--- src/rtl/bist_pkg.sv ---
// Shared types and sizes for the 256x4 SRAM BIST: FSM state encoding and the
// compare entry carried through the read-latency delay line.
package bist_pkg;

   localparam int unsigned BIST_ADDR_W = 8;
   localparam int unsigned BIST_DATA_W = 4;

   typedef enum logic [1:0] {
      StIdle,
      StRun,
      StDrain,
      StDone
   } bist_state_e;

   typedef struct packed {
      logic                   valid;
      logic [BIST_ADDR_W-1:0] addr;
      logic [BIST_DATA_W-1:0] exp;
   } cmp_entry_t;

endpackage

--- src/rtl/bist_delay_line.sv ---
// RD_LAT-deep shift register of compare entries; flush clears every stage so
// no stale strobe can retire after a restart or abort.
module bist_delay_line
   import bist_pkg::*;
#(
   parameter int unsigned RD_LAT  = 1,
   parameter type         entry_t = cmp_entry_t
) (
   input  logic   clk,
   input  logic   flush,
   input  entry_t d_in,
   output entry_t d_out
);

   entry_t line_q [RD_LAT];

   always_ff @(posedge clk) begin
      if (flush) begin
         for (int i = 0; i < int'(RD_LAT); i++) begin
            line_q[i] <= '0;
         end
      end else begin
         line_q[0] <= d_in;
         for (int i = 1; i < int'(RD_LAT); i++) begin
            line_q[i] <= line_q[i-1];
         end
      end
   end

   assign d_out = line_q[RD_LAT-1];

endmodule

--- src/rtl/bist_resp_cmp.sv ---
// BIST response comparator: aligns generator strobes with SRAM read data,
// counts mismatches (saturating) and captures the first failing address/syndrome.
module bist_resp_cmp
   import bist_pkg::*;
#(
   parameter int unsigned ADDR_W    = BIST_ADDR_W,
   parameter int unsigned DATA_W    = BIST_DATA_W,
   parameter int unsigned RD_LAT    = 1,
   parameter int unsigned ERR_CNT_W = 8
) (
   input  logic                 clk,
   input  logic                 rst,
   input  logic                 en_in,
   input  logic                 cmp_en_in,
   input  logic [ADDR_W-1:0]    addr_in,
   input  logic [DATA_W-1:0]    exp_dat_in,
   input  logic [DATA_W-1:0]    ram_dat_in,
   input  logic                 done_in,
   output logic                 busy_out,
   output logic                 done_out,
   output logic                 pass_out,
   output logic                 fail_out,
   output logic [ERR_CNT_W-1:0] err_cnt_out,
   output logic [ADDR_W-1:0]    first_fail_addr_out,
   output logic [DATA_W-1:0]    first_fail_syn_out
);

   typedef struct packed {
      logic              valid;
      logic [ADDR_W-1:0] addr;
      logic [DATA_W-1:0] exp;
   } entry_t;

   localparam int unsigned DrainW = (RD_LAT > 1) ? $clog2(RD_LAT) : 1;

   bist_state_e          state_q;
   logic [DrainW-1:0]    drain_cnt_q;
   logic [ERR_CNT_W-1:0] err_cnt_q;
   logic                 fail_q;
   logic [ADDR_W-1:0]    ff_addr_q;
   logic [DATA_W-1:0]    ff_syn_q;

   entry_t            dl_in;
   entry_t            dl_out;
   logic              dl_flush;
   logic              run_or_drain;
   logic [DATA_W-1:0] syn;
   logic              mismatch;

   always_comb begin
      run_or_drain = (state_q == StRun) || (state_q == StDrain);
      dl_in.valid  = cmp_en_in && (state_q == StRun);
      dl_in.addr   = addr_in;
      dl_in.exp    = exp_dat_in;
      // Flush on session start and on abort so partial sweeps never leak across.
      dl_flush     = rst || ((state_q == StIdle) && en_in) || (run_or_drain && !en_in);
      syn          = dl_out.exp ^ ram_dat_in;
      mismatch     = run_or_drain && en_in && dl_out.valid && (syn != '0);
   end

   bist_delay_line #(
      .RD_LAT  (RD_LAT),
      .entry_t (entry_t)
   ) u_delay_line (
      .clk   (clk),
      .flush (dl_flush),
      .d_in  (dl_in),
      .d_out (dl_out)
   );

   always_ff @(posedge clk) begin
      if (rst) begin
         state_q     <= StIdle;
         drain_cnt_q <= '0;
         err_cnt_q   <= '0;
         fail_q      <= 1'b0;
         ff_addr_q   <= '0;
         ff_syn_q    <= '0;
      end else begin
         if (mismatch) begin
            if (err_cnt_q != '1) begin
               err_cnt_q <= err_cnt_q + ERR_CNT_W'(1);
            end
            fail_q <= 1'b1;
            if (!fail_q) begin
               ff_addr_q <= dl_out.addr;
               ff_syn_q  <= syn;
            end
         end
         unique case (state_q)
            StIdle: begin
               if (en_in) begin
                  state_q   <= StRun;
                  err_cnt_q <= '0;
                  fail_q    <= 1'b0;
                  ff_addr_q <= '0;
                  ff_syn_q  <= '0;
               end
            end
            StRun: begin
               if (!en_in) begin
                  state_q <= StIdle;
               end else if (done_in) begin
                  state_q     <= StDrain;
                  drain_cnt_q <= '0;
               end
            end
            StDrain: begin
               if (!en_in) begin
                  state_q <= StIdle;
               end else if (drain_cnt_q == DrainW'(RD_LAT - 1)) begin
                  state_q <= StDone;
               end else begin
                  drain_cnt_q <= drain_cnt_q + DrainW'(1);
               end
            end
            StDone: begin
               if (!en_in) begin
                  state_q <= StIdle;
               end
            end
            default: state_q <= StIdle;
         endcase
      end
   end

   assign busy_out            = run_or_drain;
   assign done_out            = (state_q == StDone);
   assign pass_out            = (state_q == StDone) && (err_cnt_q == '0);
   assign fail_out            = fail_q;
   assign err_cnt_out         = err_cnt_q;
   assign first_fail_addr_out = ff_addr_q;
   assign first_fail_syn_out  = ff_syn_q;

endmodule

--- config.mk ---
export PLATFORM = sky130hd
export DESIGN_NAME = bist_resp_cmp
export DESIGN_NICKNAME = d
export VERILOG_FILES = /design/src/rtl/bist_pkg.sv /design/src/rtl/bist_delay_line.sv /design/src/rtl/bist_resp_cmp.sv
export SDC_FILE = /design/constraint.sdc
export NUM_CORES = 1
export LEC_CHECK = 0
export ABC_AREA = 1
export CAP_MARGIN = 20
export CORE_MARGIN = 8
export CORE_UTILIZATION = 30
export DETAILED_ROUTE_END_ITERATION = 8
export HOLD_SLACK_MARGIN = 0.06
export PLACE_DENSITY_LB_ADDON = 0.12
export RECOVER_POWER = 100
export SETUP_SLACK_MARGIN = 0.3
export SLEW_MARGIN = 0
export SYNTH_ARGS = -nofsm -noshare
export SYNTH_HDL_FRONTEND = slang
export SYNTH_SLANG_ARGS = --single-unit
--- constraint.sdc ---
create_clock -name clk -period 2 [get_ports clk]
set_input_delay 0.4 -clock clk [delete_from_list [all_inputs] [get_ports clk]]
set_output_delay 0.4 -clock clk [all_outputs]
set_load 0.05 [all_outputs]
==> parameters.txt <==
Parameter                              Value

Logic synthesis
  Syn Std Cell Area ... 1729 um^2
  Mapped Cells ... 258
  Yosys top cell area share ... 41.68%
  Seq/Total Area, Yosys ... 41.68%
  FFs w/ async S/R, synth ... 0%
  Post-synth EDFFs ... 0
  Count of different cell masters after synthesis ... 21
  Yosys top cell by area ... sky130_fd_sc_hd__dfxtp_1
  Most common cell in the netlist ... sky130_fd_sc_hd__nand2_1
  Top post-synthesis cells by area ... sky130_fd_sc_hd__dfxtp_1, sky130_fd_sc_hd__nand2_1, sky130_fd_sc_hd__inv_1
  Count of state elements after synthesis ... 36
  Most numerous cell types in the synthesized netlist ... sky130_fd_sc_hd__nand2_1, sky130_fd_sc_hd__inv_1, sky130_fd_sc_hd__nor2_1
  Dominant register cell in the synthesized netlist ... sky130_fd_sc_hd__dfxtp_1
  Mean instance size in the synthesized netlist ... 6.702 um^2
  Synthesized netlist net count ... 286
  Synth warnings ... 0

Final layout
  Diodes inserted ... 0
  Cell Count, Final, Fillers Out ... 388
  Area Overhead vs Synth ... 39.51%
  Final nets ... 343
  Share of post-route cells with drive strength above 1 ... 9.494%

Timing
  Final period utilization ... 86.20%
  Worst hold margin ... 455.8 ps
  Fin. max-slew vios ... 0
  Setup ws final ... 276.1 ps
  RSZ-0062 raised after global routing ... true
  Worst max-slew margin expressed relative to the limit ... 59.96%
  Final setup violation count ... 0
  Post-Route Setup TNS ... 0 ps
  Setup Skew ... 7.244 ps
  Time the worst path needs with I/O delays and setup ... 1724 ps
  Achievable frequency ... 0.5801 GHz
  Tightest Pin Transition ... 603.1 ps
  Hold Fails Final Rpt ... 0

Placement
  Worst-case setup slack after placement ... 89.33 ps
  Post-detail-place hpwl ... 3.077 mm
  Count of port buffers added during placement ... 44
  Final weighted congestion of routability-driven global placement ... 0.8237
  Placed instance count ... 372

Setup path
  Critical Path Sink Type ... output port
  Stages on worst setup path ... 1
  Biggest cell delay along the critical path ... 620 ps
  Classification of the worst setup path ... reg2out
  Worst reg2reg path depth ... 6
  Kind of cell adding the most delay to the critical path ... buffers and inverters
  Critical path startpoint category ... flip-flop
  Arrival time worst endpoint ... 1320 ps
  Cell at the slowest stage of the critical path ... sky130_fd_sc_hd__clkdlybuf4s25_1
  CP Cell Sequence ... clkdlybuf4s25_1
  Crit path required time ... 1600 ps
  Buffers and inverters on the worst path ... 1
  Critical Path Fanout Max ... 5

Die
  Top-Level Pins ... 45
  Full die area ... 8449 um^2
  Placement row count ... 27
  Initial Util ... 31.21%
  Die Wd ... 91.92 um
  Core area ... 5540 um^2
  Die Span Y ... 91.92 um

Global route
  Via count of the first global-routing pass ... 1,553
  Total congestion overflow after global routing ... 0
  GRT Util Overall ... 10.02%
  Wire length of the first global-routing pass ... 6.837 mm
  Initial antenna violation count ... 0
  Largest net degree at the start of global routing ... 25

Clocking
  Clock insertion delay at the later pin of the skew report ... 290 ps
  Clock root cell ... sky130_fd_sc_hd__clkbuf_8
  Clock tree from TritonCTS ... done
  Clk pin slew, worst setup/hold paths ... 70 ps
  Clock sink count ... 36
  Total number of H-tree levels ... 2
  Cts-stage hold buffer count ... 0
  Number of buffers inserted during clock tree synthesis ... 5
  Longest Clk Path Bufs ... 2

Power
  Leakage dissipation ... 0.001228 uW
  Power per cell area ... 606.8 nW/um^2
  Worst VDD drop ... 0.2721 mV
  Overall power after layout ... 1464 uW

Routing
  Routed WL ... 4.070 mm
  Via/cell ratio ... 4.106
  Initial DRC Count ... 60
  DRT antenna net count ... 0
  Drt first pass iters ... 4
  Residual DRC count ... 0
  Routed length per placed instance ... 10.49 um
  Vias after detailed routing ... 1,593

Flow run
  Maximum capacitance violations ... 0

Hold path
  Hold/Removal Path Class ... reg2reg
  Number of stages on the worst hold path ... 2

Status
  Status ... completed
[final timing paths]
path	start	endpoint	slack, ps
setup reg to reg	state_q[1]$_SDFFE_PP0P_	u_delay_line.line_q[0][12]$_SDFF_PP0_	360
hold / removal	u_delay_line.line_q[0][11]$_SDFF_PP0_	first_fail_addr_out[7]$_SDFF_PP0_	460
setup / recovery	err_cnt_out[5]$_SDFF_PP0_	err_cnt_out[5]	280
hold reg to reg	u_delay_line.line_q[0][11]$_SDFF_PP0_	first_fail_addr_out[7]$_SDFF_PP0_	460
[worst min-delay path, stage by stage, from the launching register on]
cell and delay (ps):
sky130_fd_sc_hd__dfxtp_1 310, sky130_fd_sc_hd__nor2_1 40, sky130_fd_sc_hd__nor2_1 80
[power by group]
part	internal [uW]	switching, uW	leakage, uW
clock	280	251	0.0000445
sequential	738	10.7	0.000294
combinational	80.2	104	0.000890
[cells by family after synthesis]
| group | Yosys count | synth area share, % |
|---|---|---|
| flip-flops | 36 | 41.68 |
| AO/OA/AOI/OAI | 21 | 7.091 |
| buffers and inverters | 64 | 14.47 |
| XOR/XNOR | 1 | 0.5066 |
| adder cells (fa/ha/maj) | 7 | 5.065 |
| AND/OR/NAND/NOR | 129 | 31.19 |
[routing by layer]
metal	vias up	track usage, %	wire length (um)
met2	37	16.45	1912
met3	8	3.749	301
li1	877	-	-
met1	671	10.82	1780
met4	0	5.906	75
met5	-	0	0
[state kept, by name, indices dropped and copies added, names as in the netlist]
name	flops
u_delay_line.line_q	13
first_fail_syn_out	4
err_cnt_out	8
fail_out	1
first_fail_addr_out	8
state_q	2
[repair_timing]
item / 4_1_cts / 5_1_grt
resized for setup: 21 / 17
gates cloned: 0 / 2
endpoints found under the setup margin: 18 / 17
buffers inserted: 0 / 6
pin swaps: 3 / 7
[cell type report]
| class | instances | area (um^2) |
|---|---|---|
| sequential | 36 | 728.2 |
| fill | 626 | 3128 |
| clock buffer | 7 | 86.33 |
| clock inverter | 1 | 7.507 |
| tap | 72 | 90.09 |
| multi-input combinational | 160 | 830.8 |
| inverter | 60 | 230.2 |
| timing repair buffer | 52 | 439.2 |
[placed cells by master (no fill, tap or decap), types with 2 or more instances in the layout]
| master | n |
|---|---|
| sky130_fd_sc_hd__o21bai_1 | 6 |
| sky130_fd_sc_hd__nand2_1 | 62 |
| sky130_fd_sc_hd__clkbuf_1 | 10 |
| sky130_fd_sc_hd__nand2_4 | 2 |
| sky130_fd_sc_hd__dfxtp_4 | 2 |
| sky130_fd_sc_hd__inv_4 | 2 |
| sky130_fd_sc_hd__o21ai_0 | 7 |
| sky130_fd_sc_hd__clkdlybuf4s50_1 | 19 |
| sky130_fd_sc_hd__ha_4 | 3 |
| sky130_fd_sc_hd__nand4_1 | 5 |
| sky130_fd_sc_hd__a21oi_1 | 7 |
| sky130_fd_sc_hd__clkbuf_8 | 6 |
| sky130_fd_sc_hd__dlygate4sd2_1 | 16 |
| sky130_fd_sc_hd__nand3_4 | 2 |
| sky130_fd_sc_hd__inv_1 | 56 |
| sky130_fd_sc_hd__nand3_1 | 6 |
| sky130_fd_sc_hd__ha_1 | 4 |
| sky130_fd_sc_hd__nor2_2 | 2 |
| sky130_fd_sc_hd__dfxtp_1 | 34 |
| sky130_fd_sc_hd__inv_2 | 2 |
| sky130_fd_sc_hd__nor2_1 | 49 |
| sky130_fd_sc_hd__buf_4 | 4 |
[through the flow]
stage                     cell area [um^2]  utilization [%]
final                                 2412            43.54
after global placement                2282            41.19
after global routing                  2412            43.54
after CTS                             2367            42.73
after floorplan                       1754                -
after detailed placement              2282            41.19
Note: power is estimated with default switching activity, not from simulation.
